<file path="config.mk">
export PLATFORM = sky130hd
export DESIGN_NAME = vga_sprite_engine
export DESIGN_NICKNAME = d
export VERILOG_FILES = /design/src/rtl/vga_sprite_engine.sv
export SDC_FILE = /design/constraint.sdc
export NUM_CORES = 1
export LEC_CHECK = 0
export ABC_AREA = 1
export CORE_MARGIN = 1.5
export CORE_UTILIZATION = 40
export DETAILED_ROUTE_END_ITERATION = 8
export HOLD_SLACK_MARGIN = 0.1
export PLACE_DENSITY = 0.65
export SLEW_MARGIN = 10
export SYNTH_ARGS = -nofsm -noshare
export SYNTH_HDL_FRONTEND = slang
export SYNTH_SLANG_ARGS = --single-unit
</file>
<file path="constraint.sdc">
create_clock -name clk_i -period 3.9 [get_ports clk_i]
set_input_delay 0.585 -clock clk_i [delete_from_list [all_inputs] [get_ports clk_i]]
set_output_delay 0.585 -clock clk_i [all_outputs]
set_load 0.01 [all_outputs]
</file>
<file path="src/rtl/vga_sprite_engine.sv">
// Bouncing-box sprite overlay for a VGA pixel stream. The box moves diagonally once per frame,
// bounces off the active-area edges, and the colour path adds one pix_ce cycle of latency.
module vga_sprite_engine #(
  parameter int unsigned H_ACTIVE = 640,
  parameter int unsigned V_ACTIVE = 480,
  parameter int unsigned BOX_W    = 32,
  parameter int unsigned BOX_H    = 32,
  parameter int unsigned SPEED    = 2,
  parameter logic [7:0]  BOX_RGB  = 8'b111_000_11,
  parameter logic [7:0]  BG_RGB   = 8'b000_000_00
) (
  input  logic        clk_i,
  input  logic        rst_ni,
  input  logic        pix_ce_i,
  input  logic [10:0] hcount_i,
  input  logic [10:0] vcount_i,
  input  logic        de_i,
  input  logic        hsync_i,
  input  logic        vsync_i,
  input  logic        frame_start_i,
  input  logic        pause_i,
  output logic [2:0]  r_o,
  output logic [2:0]  g_o,
  output logic [1:0]  b_o,
  output logic        hsync_o,
  output logic        vsync_o
);

  localparam logic [11:0] MaxX = 12'(H_ACTIVE - BOX_W);
  localparam logic [11:0] MaxY = 12'(V_ACTIVE - BOX_H);
  localparam logic [11:0] Step = 12'(SPEED);
  localparam logic [11:0] BoxW = 12'(BOX_W);
  localparam logic [11:0] BoxH = 12'(BOX_H);

  typedef enum logic [1:0] {
    StDr = 2'd0,
    StDl = 2'd1,
    StUr = 2'd2,
    StUl = 2'd3
  } dir_e;

  dir_e        dir_q, dir_d;
  logic [10:0] x_pos_q, x_pos_d;
  logic [10:0] y_pos_q, y_pos_d;
  logic [7:0]  rgb_q, rgb_d;
  logic        hsync_q, vsync_q;

  logic        right, down, right_n, down_n;
  logic [11:0] x_ext, y_ext, h_ext, v_ext;
  logic        in_box;

  assign x_ext = {1'b0, x_pos_q};
  assign y_ext = {1'b0, y_pos_q};
  assign h_ext = {1'b0, hcount_i};
  assign v_ext = {1'b0, vcount_i};

  // Position/direction next state; each axis bounces independently, so a corner flips both.
  always_comb begin
    right   = (dir_q == StDr) || (dir_q == StUr);
    down    = (dir_q == StDr) || (dir_q == StDl);
    right_n = right;
    down_n  = down;
    x_pos_d = x_pos_q;
    y_pos_d = y_pos_q;
    dir_d   = dir_q;
    if (pix_ce_i && frame_start_i && !pause_i) begin
      if (right) begin
        if (x_ext + Step >= MaxX) begin
          x_pos_d = MaxX[10:0];
          right_n = 1'b0;
        end else begin
          x_pos_d = 11'(x_ext + Step);
        end
      end else if (x_ext <= Step) begin
        x_pos_d = '0;
        right_n = 1'b1;
      end else begin
        x_pos_d = 11'(x_ext - Step);
      end

      if (down) begin
        if (y_ext + Step >= MaxY) begin
          y_pos_d = MaxY[10:0];
          down_n  = 1'b0;
        end else begin
          y_pos_d = 11'(y_ext + Step);
        end
      end else if (y_ext <= Step) begin
        y_pos_d = '0;
        down_n  = 1'b1;
      end else begin
        y_pos_d = 11'(y_ext - Step);
      end

      unique case ({down_n, right_n})
        2'b11:   dir_d = StDr;
        2'b10:   dir_d = StDl;
        2'b01:   dir_d = StUr;
        default: dir_d = StUl;
      endcase
    end
  end

  // Compare against the registered position, so an update in this cycle is seen next cycle.
  always_comb begin
    in_box = (h_ext >= x_ext) && (h_ext < x_ext + BoxW) &&
             (v_ext >= y_ext) && (v_ext < y_ext + BoxH);
    rgb_d  = '0;
    if (de_i) begin
      rgb_d = in_box ? BOX_RGB : BG_RGB;
    end
  end

  always_ff @(posedge clk_i or negedge rst_ni) begin
    if (!rst_ni) begin
      dir_q   <= StDr;
      x_pos_q <= '0;
      y_pos_q <= '0;
      rgb_q   <= '0;
      hsync_q <= 1'b0;
      vsync_q <= 1'b0;
    end else begin
      dir_q   <= dir_d;
      x_pos_q <= x_pos_d;
      y_pos_q <= y_pos_d;
      if (pix_ce_i) begin
        rgb_q   <= rgb_d;
        hsync_q <= hsync_i;
        vsync_q <= vsync_i;
      end
    end
  end

  assign r_o     = rgb_q[7:5];
  assign g_o     = rgb_q[4:2];
  assign b_o     = rgb_q[1:0];
  assign hsync_o = hsync_q;
  assign vsync_o = vsync_q;

endmodule

</file>
==> flow_summary.yaml <==
flow_run:
  maxCapViolCount: 0
logic_synthesis:
  synth_flop_cell: "dfrtp_1"
  netlist_area_mm2: 0.003063
  synth.yosys.seq_area_share_pct: 20.42
  ys_types: 35
  async_reset_ff_share_pct: 100.0
  avgSynthCellArea_um2: 6.747
  yosysWarnings: 0
  synth_edf_count: 0
  synth-seq-cells: 25
  syn_inst: 454
grt:
  grt.met2_usage_pct: 30.14
  use_met3_pct: 2.694
  grt_pass1_wl_um: 12450
  grt_usage_pct: 18.09
  grt-busiest-layer: "met2"
  grt_start_max_net_pins: 28
  grt_pass1_vias: 2806
  grt.overflow.total: 0
  use_met1_pct: 24.43
  antenna_found_initial: 0
setup_path:
  cp-end-kind: "flop"
  start_kind: "flop"
  critPathArrivalTime_ns: 2.29
  path_max_fanout: 10
  worstPathRequired_ns: 4.08
  r2r-start: "y_pos_q[7]"
  critical_path_class: "flop to flop"
  cp-startpoint: "y_pos_q[7]"
clock_network:
  cts_buffers: 3
  clk_pin_slew_worst_paths_ns: 0.10
  cts.sinks: 25
  postCtsHoldBufs: 0
  clk_path_buf_depth: 2
  root_buffer: "clkbuf_8"
  cts_htree_levels: 1
  post_cts_buffers: 0
  cts_resized: 0
  insertion_delay_ns: 0.28
  cts_tree: "done"
timing:
  fmax_ghz: 0.4733
  post-route-period-util_pct: 54.18
  fin_ws_ns: 1.787
  hold_violations: 0
  period_needed_ns: 2.113
  rsz0062_at_grt: "false"
  setup_viol: 0
  final-max-slew-violation-count: 0
  fin_skew_ns: 0.01173
  tns_ns: 0
final_layout:
  layout_commonest_cell: "nand2_1"
  diodes: 0
  nets: 552
  final_cell_mix: "nand2_1, inv_1, nor2_1"
  syn2layout_area_growth_pct: 13.19
  drive_gt1_share_pct: 4.612
die:
  die_y_um: 90.51
  start_util_pct: 41.78
  core-area_mm2: 0.007331
  die_x_um: 90.51
  dieArea_mm2: 0.008191
  num_rows: 31
  ioPinCount: 40
power:
  power_density_mw_per_mm2: 569.3
  p_leak_nw: 1.762
  peakVddDrop_mv: 0.2609
run_status:
  status: "completed"
placement:
  pre_cts_ws_ns: 1.595
  place_congestion: 0.8867
  io_buffers: 34
  hpwl_um: 5726
detailed_routing:
  via_count: 2871
  ant_nets: 0
  dr.pass1.iters: 5
  wl_um: 7109
  avgViaCountPerCell: 4.984
  drt-wirelength-per-cell_um: 12.34
  route.detailed.drc: 0
  drt_iter0_markers: 106
worst_hold_path:
  hp-class: "flop to flop"
  hold_start: "vsync_o"
-- where the power goes --
group / leakage (nW) / total, mW / internal, mW / switching, mW
combinational: 1.43 / 1.27 / 0.517 / 0.750
clock: 0.0255 / 0.160 / 0.0716 / 0.0882
sequential: 0.307 / 0.547 / 0.347 / 0.200
-- stage by stage --
stage	utilization [%]	instances	instance area [um^2]	hold WS, ns	power, mW
finish	47.29	576	3467	0.4901	1.974
global route	47.29	576	3467	0.5175	2.227
CTS	47.29	576	3467	0.4981	1.987
detailed placement	46.66	572	3421	0.4729	1.816
global placement	46.66	572	3421	0.4711	1.785
floorplan	-	456	3070	0.2894	1.550
-- critical path, cell delays in order, from the launching register on --
cell and delay (ns):
dfrtp_1 0.58, nand2_1 0.17, nor2_1 0.19, nand2_1 0.09, xor2_1 0.15, ha_1 0.30
nand2_1 0.05, o21ai_0 0.18, inv_1 0.06, o21ai_0 0.07, nor2_1 0.07, nand3_1 0.06
nand2_1 0.04
-- cell type report --
class / instances / area, um^2
clock buffers: 3 / 41.29
fillers: 765 / 3864
clock inverters: 1 / 5.005
inverters: 56 / 210.2
flip-flops and latches: 25 / 625.6
multi-input cells: 356 / 2106
well taps: 99 / 123.9
repair buffers: 36 / 355.3
-- cells by family (layout without fill, tap and decap cells) --
group,after synthesis,in the layout,synth area share [%]
adder cells (fa/ha/maj),44,44,17.97
flip-flops,25,25,20.42
XOR/XNOR,26,26,7.435
buffers and inverters,75,96,11.07
AND/OR/NAND/NOR,221,221,31.99
other,1,3,0.1224
AO/OA/AOI/OAI,62,62,10.99
-- layer usage --
layer / up-vias / routed length, um
met2: 49 / 3249
met5: - / 0
met1: 1306 / 3559
met4: 0 / 81
li1: 1510 / -
met3: 6 / 219
-- state kept, by name, indices dropped and copies added, names as in the netlist --
register and count:
vsync_o 1, y_pos_q 10, x_pos_q 10, dir_q 2, rgb_q 1, hsync_o 1
-- final timing paths --
| kind | cells after the start | endpoint | slack, ns |
|---|---|---|---|
| min in group asynchronous | 2 | y_pos_q[10] | 0.67 |
| min | 2 | vsync_o | 0.49 |
| max | 12 | rgb_q[6] | 1.79 |
| max reg2reg | 12 | rgb_q[6] | 1.79 |
| max in group asynchronous | 2 | x_pos_q[7] | 2.96 |
| min reg2reg | 2 | vsync_o | 0.49 |
-- synthesized netlist by cell type (all sizes together) (9+ instances only) --
library cell / n / area (um^2)
ha: 44 / 550.5
inv: 56 / 210.2
nand3: 31 / 175.2
buf: 18 / 125.1
dfrtp: 25 / 625.6
nand4: 13 / 81.33
o21ai: 22 / 117.6
a21oi: 31 / 155.2
nand2: 109 / 416.7
xor2: 25 / 219.0
nor3: 9 / 56.31
nor2: 56 / 225.2
Note: power is estimated with default switching activity, not from simulation.
